File: config.mk
export PLATFORM = sky130hd
export DESIGN_NAME = msp_spi_slave
export DESIGN_NICKNAME = d
export VERILOG_FILES = /design/src/rtl/msp_spi_slave.sv
export SDC_FILE = /design/constraint.sdc
export NUM_CORES = 1
export LEC_CHECK = 0
export CAP_MARGIN = 20
export CORE_AREA = 2 2 231 233
export DETAILED_ROUTE_END_ITERATION = 10
export DIE_AREA = 0 0 233 235
export GPL_ROUTABILITY_DRIVEN = 0
export SYNTH_ARGS = -nofsm -noshare
export SYNTH_HDL_FRONTEND = slang
export SYNTH_SLANG_ARGS = --single-unit
File: constraint.sdc
create_clock -name clk -period 8.9 [get_ports clk]
set_input_delay 0.89 -clock clk [delete_from_list [all_inputs] [get_ports clk]]
set_output_delay 0.89 -clock clk [all_outputs]
set_load 0.02 [all_outputs]
File: src/rtl/msp_spi_slave.sv
// Half-duplex SPI slave: oversampled spi_clk, command in, turnaround, response out
// on the shared data line, with ready/valid handshakes and an inactivity timeout.
module msp_spi_slave #(
  parameter int CMD_W        = 64,
  parameter int RESP_W       = 128,
  parameter int TURN_BITS    = 8,
  parameter int SYNC_STAGES  = 2,
  parameter int IDLE_TIMEOUT = 1024
) (
  input  logic              clk,
  input  logic              rst,
  input  logic              spi_clk,
  input  logic              spi_din,
  output logic              spi_dout,
  output logic              spi_oe,
  output logic [CMD_W-1:0]  cmd_data,
  output logic              cmd_valid,
  input  logic              cmd_ready,
  input  logic [RESP_W-1:0] resp_data,
  input  logic              resp_valid,
  output logic              resp_ready,
  output logic              resp_late,
  output logic              spi_rst_,
  output logic              busy
);
  localparam int MAX_CR = (CMD_W > RESP_W) ? CMD_W : RESP_W;
  localparam int MAX_B  = (MAX_CR > TURN_BITS) ? MAX_CR : TURN_BITS;
  localparam int BW     = $clog2(MAX_B + 1);
  localparam int TW     = (IDLE_TIMEOUT > 2) ? $clog2(IDLE_TIMEOUT) : 1;

  typedef enum logic [1:0] {IDLE, CMD, TURN, RESP} state_t;

  state_t state, nxt;

  logic [SYNC_STAGES-1:0] sclk_sync, din_sync;
  logic                   sclk_q;
  logic                   sclk_s, din_s, rise, fall;
  logic [BW-1:0]          bit_cnt;
  logic [TW-1:0]          tmo_cnt;
  logic [CMD_W-1:0]       cmd_sr;
  logic [RESP_W-1:0]      out_sr;
  logic                   resp_loaded;
  logic                   cmd_last, turn_last, resp_last, tmo_hit, resp_take;

  assign sclk_s = sclk_sync[SYNC_STAGES-1];
  assign din_s  = din_sync[SYNC_STAGES-1];
  assign rise   = sclk_s & ~sclk_q;
  assign fall   = ~sclk_s & sclk_q;

  assign cmd_last  = (state == CMD)  && rise && (bit_cnt == BW'(CMD_W - 1));
  assign turn_last = (state == TURN) && rise && (bit_cnt == BW'(TURN_BITS - 1));
  assign resp_last = (state == RESP) && rise && (bit_cnt == BW'(RESP_W - 1));
  // An spi_clk edge in the terminal cycle keeps the frame alive.
  assign tmo_hit   = (state != IDLE) && !(rise || fall) && (tmo_cnt == TW'(IDLE_TIMEOUT - 1));
  assign resp_take = resp_valid && resp_ready;

  always_ff @(posedge clk or posedge rst) begin
    if (rst) begin
      sclk_sync <= '0;
      din_sync  <= '0;
      sclk_q    <= 1'b0;
    end else begin
      sclk_sync <= {sclk_sync[SYNC_STAGES-2:0], spi_clk};
      din_sync  <= {din_sync[SYNC_STAGES-2:0], spi_din};
      sclk_q    <= sclk_s;
    end
  end

  always_ff @(posedge clk or posedge rst) begin
    if (rst) state <= IDLE;
    else     state <= nxt;
  end

  always_comb begin
    nxt = state;
    if (tmo_hit) nxt = IDLE;
    else begin
      case (state)
        IDLE: if (rise)      nxt = CMD;
        CMD:  if (cmd_last)  nxt = TURN;
        TURN: if (turn_last) nxt = RESP;
        RESP: if (resp_last) nxt = IDLE;
        default:             nxt = IDLE;
      endcase
    end
  end

  always_comb begin
    spi_rst_   = (state != IDLE);
    busy       = spi_rst_;
    resp_ready = (state == TURN) && !cmd_valid && !resp_loaded;
  end

  always_ff @(posedge clk or posedge rst) begin
    if (rst) begin
      bit_cnt     <= '0;
      tmo_cnt     <= '0;
      cmd_sr      <= '0;
      out_sr      <= '0;
      resp_loaded <= 1'b0;
      cmd_data    <= '0;
      cmd_valid   <= 1'b0;
      spi_dout    <= 1'b0;
      spi_oe      <= 1'b0;
      resp_late   <= 1'b0;
    end else begin
      resp_late <= 1'b0;
      if (state == IDLE || rise || fall || tmo_hit) tmo_cnt <= '0;
      else                                          tmo_cnt <= tmo_cnt + TW'(1);
      if (cmd_valid && cmd_ready) cmd_valid <= 1'b0;

      if (tmo_hit) begin
        bit_cnt     <= '0;
        cmd_sr      <= '0;
        out_sr      <= '0;
        resp_loaded <= 1'b0;
        spi_oe      <= 1'b0;
        spi_dout    <= 1'b0;
      end else begin
        case (state)
          IDLE: if (rise) begin
            cmd_sr      <= {cmd_sr[CMD_W-2:0], din_s};
            bit_cnt     <= BW'(1);
            resp_loaded <= 1'b0;
          end
          CMD: if (rise) begin
            if (cmd_last) begin
              // A fresh load overrides a same-cycle accept of the previous command.
              cmd_data  <= {cmd_sr[CMD_W-2:0], din_s};
              cmd_valid <= 1'b1;
              cmd_sr    <= '0;
              bit_cnt   <= '0;
            end else begin
              cmd_sr  <= {cmd_sr[CMD_W-2:0], din_s};
              bit_cnt <= bit_cnt + BW'(1);
            end
          end
          TURN: begin
            if (resp_take) begin
              out_sr      <= resp_data;
              resp_loaded <= 1'b1;
            end
            if (rise) begin
              if (turn_last) begin
                bit_cnt <= '0;
                if (!resp_loaded && !resp_take) begin
                  out_sr    <= '0;
                  resp_late <= 1'b1;
                end
              end else begin
                bit_cnt <= bit_cnt + BW'(1);
              end
            end
          end
          RESP: begin
            if (fall) begin
              spi_oe   <= 1'b1;
              spi_dout <= out_sr[RESP_W-1];
              out_sr   <= out_sr << 1;
            end
            if (rise) begin
              if (resp_last) begin
                spi_oe      <= 1'b0;
                spi_dout    <= 1'b0;
                bit_cnt     <= '0;
                out_sr      <= '0;
                resp_loaded <= 1'b0;
              end else begin
                bit_cnt <= bit_cnt + BW'(1);
              end
            end
          end
          default: ;
        endcase
      end
    end
  end
endmodule

==> impl_metrics.tcl, run 1 <==
set metrics [dict create \
    rsz0062_at_grt "no" \
    worst_setup_path_startpoint "state[0]$_DFFE_PP0P_" \
    finalSetupViolCount 0 \
    start_util 0.2866 \
    cp-end-kind "register" \
    yosysSeqAreaShare 0.4765 \
    r2r-end "out_sr[113]$_DFFE_PP0P_" \
    cp-start-kind "register" \
    crit_path_max_incr_delay_ns 0.80 \
    die_area_mm2 0.05476 \
    syn_avg_cell_area_um2 11.37 \
    dpl.hpwl_um 23220 \
    viasPerCell 5.238 \
    mostFrequentLayoutCell "dfrtp_1" \
    clock_skew_ns 0.02231 \
    fillers 5088 \
    synth-main-ff-cell "dfrtp_1" \
    powerDensity_mw_per_mm2 301.4 \
    cts_setup_buffers 0 \
    root_buffer "clkbuf_16" \
    clock_path_buffers 3 \
    syn_inst 1317 \
    cts_hold_buf 0 \
    fin_nets 1594 \
    hold_viol_final 0 \
    layout_common_cells "dfrtp_1, mux2i_1, o21ai_0, clkdlybuf4s50_1, a22o_1" \
    drv_cap 0 \
    finalSetupTns_ns 0 \
    antenna_found_initial 3 \
    slowest_stage "buf_4" \
    path_cells "inv_1 > ha_1 > nand3b_4 > or3_1 > nand3_4 > buf_4 > o21ai_0 > a22o_1" \
    synthDistinctLibCells 50 \
    syn-cell-area_mm2 0.01497 \
    worstPathMaxFanout 79 \
    slew_headroom 0.3054 \
    endpoint "out_sr[113]$_DFFE_PP0P_" \
    period_needed_ns 3.573 \
    async_reset_ff_frac 1.000 \
    grt_max_degree 128 \
    die_y_um 235 \
    antenna_left 0 \
    cp.arrival_ns 4.00 \
    clock_sinks 285 \
    leakagePower_nw 7.610 \
    core_area_mm2 0.05224 \
    setup_slack_ns 5.327 \
    drtPass1Iterations 6 \
    syn_nets 1460 \
    crit_type "register to register" \
    hp-class "register to register" \
    cts_made_buffers 37 \
    finalMaxSlewViolations 0 \
    wl_per_cell_um 18.77 \
    max_freq_mhz 279.9 \
    dpl_worst_slack_ns 5.194 \
    die_w_um 233 \
    drc 0 \
    tritoncts "built" \
    area_growth_pct 24.94 \
    postRouteWirelength_um 40680 \
    reg2reg_depth 8 \
    yosys_warnings 0 \
    grt-ovfl-total 0 \
    grt_pass1_wl_um 64250 \
    synth_edf_count 0 \
    portBuffers 204 \
    clock_latency_ns 0.55 \
    cpLargestDelayFamily "simple AND/OR/NAND/NOR gates" \
    grt_use_total 0.1444 \
    min_from "sclk_sync[0]$_DFF_PP0_" \
    path_buf_inv 2 \
    required_ns 9.33 \
    pin_count 205 \
    num_rows 84 \
    cts_resized 0 \
    drive_above_1_share 0.1023 \
    worst_pin_slew_ns 1.042 \
    vdd_ir_drop_max_mv 0.1727 \
    worstSetupPathDepth 8 \
    htree_levels 2 \
    path_clk_slew_ns 0.05 \
    drt-initial-drc-count 734 \
    rr_startpoint "state[0]$_DFFE_PP0P_" \
    ff2ff_setup_slack_ns 5.33 \
    period_share 0.4014 \
    yosys_register_bits 285 \
    vias 11350 \
    first_global_vias 11161 \
    run_status "finished, final reports clean" \
]
==> per-stage QoR <==
step,util,hold WS (ns),power (mW),cell area [um^2],std cells
2_1_floorplan,-,0.3312,3.597,14970,1317
6_report,0.3580,0.3538,5.637,18700,2167
5_1_grt,0.3580,0.3774,6.026,18700,2167
3_5_place_dp,0.3324,0.3411,4.099,17360,2097
4_1_cts,0.3566,0.3538,5.703,18630,2161
3_3_place_gp,0.3324,0.3358,4.009,17360,2097
==> registers in the layout, indices dropped and copies added (netlist names) <==
register and flops:
cmd_sr 63, state 2, spi_dout 1, out_sr 128
cmd_valid 1, sclk_sync 2, sclk_q 1, tmo_cnt 10
resp_late 1, bit_cnt 8, resp_loaded 1, cmd_data 64
din_sync 2, spi_oe 1
==> Yosys cell counts, types with 2 or more instances <==
cell type    n  area [um^2]
o32ai_1      3        26.28
o31ai_1      3        22.52
o211ai_1     2        15.01
mux2_2      60        675.7
nand2b_1     4        25.02
mux2_1       4        45.04
inv_1       10        37.54
xnor2_1      8        70.07
nor2_1      33        123.9
clkbuf_1    53        198.9
nor3_2       2        20.02
o2111ai_1    2        17.52
buf_1        6        22.52
clkbuf_2     8        40.04
a22o_1     188         1647
o41ai_1      2        17.52
nand3_1     10        50.05
nand2_1      9        33.78
xor2_1       5        43.79
nand4_1      3        18.77
a21oi_1      7        35.03
and3_1       3        18.77
or4_1        2        15.01
ha_1         9        112.6
mux2i_1    255         2552
o21ai_1     49        245.2
buf_4        2        15.01
or3_1        3        18.77
dfrtp_1    285         7132
buf_6       20        225.2
a31oi_1      2        12.51
buf_2       36        180.2
o21ai_0    212         1061
==> worst min path at each step <==
stage	to	slack (ns)	cells after the start
6_report	sclk_sync[1]$_DFF_PP0_	0.35	0
3_5_place_dp	sclk_sync[1]$_DFF_PP0_	0.34	0
2_1_floorplan	din_sync[1]$_DFF_PP0_	0.33	0
5_1_grt	sclk_sync[1]$_DFF_PP0_	0.38	0
3_3_place_gp	sclk_sync[1]$_DFF_PP0_	0.34	0
4_1_cts	sclk_sync[1]$_DFF_PP0_	0.35	0
==> power by group <==
group          total [mW]  switching (mW)  internal (mW)
Combinational        2.05            1.08          0.970
Sequential           2.03           0.363           1.67
Clock                1.56           0.612          0.948
Total                5.64            2.05           3.59
==> cell families after synthesis <==
| kind of cell | share of synthesized area |
|---|---|
| flip-flops | 0.4765 |
| AND/OR/NAND/NOR | 0.03252 |
| buffers and inverters | 0.04806 |
| adder cells (fa/ha/maj) | 0.007523 |
| AO/OA/AOI/OAI | 0.2091 |
| XOR/XNOR | 0.007607 |
| multiplexers | 0.2187 |
==> worst register-to-register path: cells and delay by family, from the launching register on <==
| kind | cells | cell delay [ns] |
|---|---|---|
| AOI/OAI and AO/OA | 2 | 0.54 |
| adders and majority gates | 1 | 0.32 |
| buffers and inverters | 2 | 0.90 |
| DFF | 1 | 0.41 |
| and+or+nand+nor | 3 | 1.29 |
==> cell type report <==
class | count | area [um^2] | area share
tap | 688 | 860.8 | 0.04603
timing repair buffer | 220 | 2218 | 0.1186
sequential | 285 | 7132 | 0.3813
clock inverter | 13 | 177.7 | 0.009500
clock buffer | 51 | 1089 | 0.05821
multi-input combinational | 897 | 7172 | 0.3835
antenna | 3 | 7.507 | 0.0004014
inverter | 10 | 45.04 | 0.002409
==> per-layer routing <==
metal  wire (um)  vias to the layer above  global-route usage
met3        1479                       64             0.02015
met1       18920                     5836              0.2002
met2       19140                      225              0.2269
met4        1147                        0             0.05675
li1            -                     5225                   -
met5           0                        -                   0
Power figures use the tool's default switching activity.
==> run 2, diff against run 1 <==
==> constraint.sdc (replaced) <==
create_clock -name clk -period 3.6 [get_ports clk]
set_input_delay 0.36 -clock clk [delete_from_list [all_inputs] [get_ports clk]]
set_output_delay 0.36 -clock clk [all_outputs]
set_load 0.02 [all_outputs]
==> impl_metrics.tcl, run 2 (synthesized netlist as in run 1, its figures left out) <==
set metrics [dict create \
    drt-initial-drc-count 741 \
    first_global_vias 11397 \
    finalMaxSlewViolations 0 \
    area_growth_pct 26.82 \
    grt_max_degree 128 \
    rsz0062_at_grt "no" \
    path_clk_slew_ns 0.06 \
    largest_register_ffs 128 \
    clock_sinks 285 \
    period_needed_ns 2.910 \
    leakagePower_nw 7.735 \
    antenna_found_initial 4 \
    antenna_left 0 \
    period_share 0.8085 \
    cp-start-kind "register" \
    reg2reg_depth 8 \
    registers.top_by_ff_count "out_sr" \
    worst_pin_slew_ns 0.8669 \
    drive_above_1_share 0.1083 \
    max_freq_mhz 343.6 \
    top_regs "out_sr x128, cmd_data x64, cmd_sr x63" \
    vdd_ir_drop_max_mv 0.3832 \
    root_buffer "clkbuf_16" \
    drtPass1Iterations 5 \
    tritoncts "built" \
    cts_setup_buffers 0 \
    num_rows 84 \
    drc 0 \
    htree_levels 2 \
    pin_count 205 \
    portBuffers 204 \
    cp-end-kind "register" \
    placedCellCount 2111 \
    die_area_mm2 0.05476 \
    dpl.hpwl_um 23780 \
    cp.arrival_ns 3.32 \
    stdcell_count 2176 \
    finalSetupViolCount 0 \
    die_y_um 235 \
    hp-class "primary input to asynchronous set/reset pin" \
    hold_viol_final 0 \
    powerDensity_mw_per_mm2 752.2 \
    mostFrequentLayoutCell "dfrtp_1" \
    fin_nets 1605 \
    layout_common_cells "dfrtp_1, mux2i_1, o21ai_0, clkdlybuf4s50_1, a22o_1" \
    whs_ns 0.2549 \
    run_status "finished, final reports clean" \
    required_ns 4.01 \
    drv_cap 0 \
    cts_resized 0 \
    grt-ovfl-total 0 \
    worstPathMaxFanout 45 \
    cts_made_buffers 37 \
    vias 11298 \
    wl_per_cell_um 18.40 \
    viasPerCell 5.192 \
    start_util 0.2866 \
    core_area_mm2 0.05224 \
    crit_type "register to register" \
    clock_skew_ns 0.02485 \
    grt_use_total 0.1428 \
    slew_headroom 0.4221 \
    grt_pass1_wl_um 63950 \
    clock_path_buffers 3 \
    cts_hold_buf 0 \
    clock_latency_ns 0.55 \
    postRouteWirelength_um 40040 \
    die_w_um 233 \
]
run 2: cell count changes in the layout (fill, tap and decap cells not counted), sizes merged:
cell and delta:
buf +11, bufinv +4, clkbuf +1, clkinv -3
clkinvlp +2, diode -2, inv -4
run 2: final cells by class:
cell class / count / area (um^2)
multi-input combinational: 897 / 7172
antenna: 1 / 2.502
fill: 5095 / 33250
clock buffer: 52 / 1104
sequential: 285 / 7132
clock inverter: 12 / 264.0
tap: 688 / 860.8
timing repair buffer: 231 / 2407
inverter: 10 / 41.29
run 2: power by group:
group	switching, mW	internal [mW]	total (mW)
clock	1.48	2.64	4.12
combinational	2.66	2.46	5.13
sequential	0.906	4.13	5.03
run 2: path summary, 6_finish.rpt:
check / startpoint / end / slack [ns]
worst max register to register: state[0]$_DFFE_PP0P_ / out_sr[102]$_DFFE_PP0P_ / 0.69
min in group clk: spi_din / din_sync[0]$_DFF_PP0_ / 0.27
worst max-delay path: state[0]$_DFFE_PP0P_ / out_sr[102]$_DFFE_PP0P_ / 0.69
worst min-delay path: rst / out_sr[57]$_DFFE_PP0P_ / 0.25
worst min register to register: sclk_sync[0]$_DFF_PP0_ / sclk_sync[1]$_DFF_PP0_ / 0.35
max in group asynchronous: rst / cmd_data[28]$_DFFE_PP0P_ / 2.44
run 2: metal layers:
layer,part of all wire,wire length [um],vias up,GRT usage
met5,0.0011,43,-,0
met4,0.023,937,6,0.04304
met3,0.046,1825,64,0.02731
met2,0.48,19040,252,0.2313
met1,0.45,18190,5724,0.1924
li1,-,-,5252,-
run 2: stage by stage:
stage	setup WS, ns	utilization	instance area (um^2)	power [mW]	TNS (ns)
2_1_floorplan	-0.5372	-	14970	8.894	-153.12
3_3_place_gp	0.7490	0.3372	17610	9.965	0
3_5_place_dp	0.7225	0.3372	17610	10.18	0
4_1_cts	0.6255	0.3634	18980	14.41	0
5_1_grt	0.5526	0.3634	18980	15.22	0
6_report	0.6896	0.3634	18980	14.28	0
run 2: worst max-delay path, cell delays in order (launching register included):
cell and delay, ns:
dfrtp_1 0.42, inv_1 0.10, ha_1 0.30, nand3b_4 0.21, or3_1 0.54, nand3_4 0.53, buf_4 0.31, o21ai_0 0.10
a22o_1 0.25
==> run 3, diff against run 2 <==
==> constraint.sdc (replaced) <==
create_clock -name clk -period 2.55 [get_ports clk]
set_input_delay 0.255 -clock clk [delete_from_list [all_inputs] [get_ports clk]]
set_output_delay 0.255 -clock clk [all_outputs]
set_load 0.02 [all_outputs]
==> impl_metrics.tcl, run 3 (synthesized netlist as in run 1, its figures left out) <==
set metrics [dict create \
    rr_startpoint "state[0]$_DFFE_PP0P_" \
    first_global_vias 11276 \
    finalMaxSlewViolations 0 \
    placedCellCount 2135 \
    grt_use_total 0.1448 \
    vdd_ir_drop_max_mv 0.4465 \
    top_regs "out_sr x128, cmd_data x64, cmd_sr x63" \
    hold_viol_final 0 \
    seq_power_share 0.361 \
    mostFrequentLayoutCell "dfrtp_1" \
    p_sw_frac 0.3652 \
    cp.arrival_ns 2.76 \
    run_status "finished, final reports clean" \
    clock_skew_ns 0.02327 \
    portBuffers 204 \
    worst_pin_slew_ns 0.7102 \
    clock_latency_ns 0.56 \
    p_int_mw 12.48 \
    clock_sinks 285 \
    largest_register_ffs 128 \
    required_ns 2.98 \
    hold_path_end "din_sync[0]$_DFF_PP0_" \
    min_from "spi_din" \
    antennaDiodeCount 0 \
    dpl.hpwl_um 24810 \
    max_freq_mhz 429.7 \
    layout_common_cells "dfrtp_1, mux2i_1, o21ai_0, clkdlybuf4s50_1, a22o_1" \
    pin_count 205 \
    stdcell_area_mm2 0.01908 \
    viasPerCell 5.158 \
    period_share 0.9127 \
    vias 11326 \
    whs_ns 0.1362 \
    wl_per_cell_um 18.35 \
    core_area_mm2 0.05224 \
    crit_path_max_incr_delay_ns 0.43 \
    rsz0062_at_grt "no" \
    root_buffer "clkbuf_16" \
    area_growth_pct 27.44 \
    slowest_stage "dfrtp_1" \
    tritoncts "built" \
    clock_path_buffers 3 \
    grt_pass1_wl_um 64580 \
    worstPathMaxFanout 25 \
    leakagePower_nw 7.801 \
    cp-end-kind "register" \
    switchingPower_mw 7.177 \
    cpLargestDelayFamily "buffers and inverters" \
    cts_made_buffers 35 \
    grt_max_degree 97 \
    slew_headroom 0.5265 \
    drtPass1Iterations 5 \
    worst_setup_path_startpoint "state[0]$_DFFE_PP0P_" \
    reg2reg_depth 9 \
    drv_cap 0 \
    num_rows 84 \
    postRouteWirelength_um 40290 \
    die_w_um 233 \
    path_clk_slew_ns 0.06 \
    dpl_worst_slack_ns 0.1456 \
    ff2ff_setup_slack_ns 0.22 \
    path_buf_inv 3 \
    finalSetupViolCount 0 \
    path_cells "inv_1 > ha_2 > nand2b_1 > nor2_4 > buf_12 > buf_12 > mux2i_1 > o21ai_0 > a22o_1" \
    drt-initial-drc-count 783 \
    antenna_found_initial 2 \
    cts_setup_buffers 0 \
    die_area_mm2 0.05476 \
    registers.top_by_ff_count "out_sr" \
    min_path_cells 1 \
    cts_hold_buf 0 \
    fin_nets 1628 \
    hp-class "primary input to register" \
    setup_slack_ns 0.2226 \
    drive_above_1_share 0.1207 \
    period_needed_ns 2.327 \
    crit_type "register to register" \
    grt-ovfl-total 0 \
    drc 0 \
    start_util 0.2866 \
    die_y_um 235 \
    htree_levels 2 \
    p_comb_frac 0.385 \
    antenna_left 0 \
    fin_util 0.3652 \
    powerDensity_mw_per_mm2 1030 \
    crit_path_frequent_cell "buf_12" \
    stdcell_count 2196 \
    cp-start-kind "register" \
    pwr-share-clk 0.254 \
    placed_cell_area_mm2 0.01793 \
    r2r-end "out_sr[56]$_DFFE_PP0P_" \
]
## run 3: cell types whose count changed in the layout (fill, tap and decap cells not counted), moves of 3 or more
cell / previous run / this run
buf_12: 13 / 24
buf_4: 14 / 27
bufinv_16: 7 / 2
clkbuf_16: 38 / 35
clkbuf_8: 10 / 5
clkdlybuf4s50_1: 204 / 201
clkinv_2: 2 / 6
dlygate4sd2_1: 0 / 3
## run 3: power groups by stage
stage	clock (mW)	combinational [mW]	sequential [mW]
3_3_place_gp	0	7.35	7.06
5_1_grt	5.37	8.42	7.27
6_report	5.00	7.56	7.09
2_1_floorplan	0	5.77	6.78
4_1_cts	5.19	7.59	7.06
3_5_place_dp	0	7.58	7.12
## run 3: cell type report
| cell class | instances | area [um^2] |
|---|---|---|
| tap | 688 | 860.8 |
| inverter | 10 | 41.29 |
| clock buffer | 46 | 967.2 |
| multi-input combinational | 898 | 7191 |
| clock inverter | 14 | 162.7 |
| sequential | 285 | 7132 |
| fill | 5116 | 33160 |
| timing repair buffer | 255 | 2721 |
## run 3: layer usage
metal | GRT usage | wire length (um) | vias up
met4 | 0.04304 | 796 | 4
met2 | 0.2315 | 19390 | 247
met1 | 0.1984 | 18100 | 5736
met5 | 0 | 27 | -
met3 | 0.02718 | 1976 | 49
li1 | - | - | 5290
## run 3: worst max path at each step
stage | end | slack (ns) | cells after the start
3_5_place_dp | out_sr[53]$_DFFE_PP0P_ | 0.15 | 8
6_report | out_sr[56]$_DFFE_PP0P_ | 0.22 | 9
4_1_cts | out_sr[56]$_DFFE_PP0P_ | 0.11 | 8
3_3_place_gp | out_sr[53]$_DFFE_PP0P_ | 0.19 | 8
2_1_floorplan | bit_cnt[0]$_DFFE_PP0P_ | -1.48 | 1
5_1_grt | bit_cnt[3]$_DFFE_PP0P_ | 0.04 | 6
## run 3: through the flow
step,TNS (ns),total power [mW]
after floorplan,-422.44,12.56
after global placement,0,14.42
after detailed placement,0,14.70
after CTS,0,19.83
after global routing,0,21.07
final,0,19.65
## run 3: worst reg2reg max path, stage by stage, from the launching register on
cell      delay [ns]
dfrtp_1         0.43
inv_1           0.14
ha_2            0.26
nand2b_1        0.17
nor2_4          0.21
buf_12          0.25
buf_12          0.25
mux2i_1         0.21
o21ai_0         0.09
a22o_1          0.20
## run 3: timing repair
| action | CTS | global route |
|---|---|---|
| gates cloned | 0 | 1 |
| gates resized for setup | 3 | 2 |
| endpoints found under the setup margin | 3 | 18 |
| pin swaps | 0 | 1 |
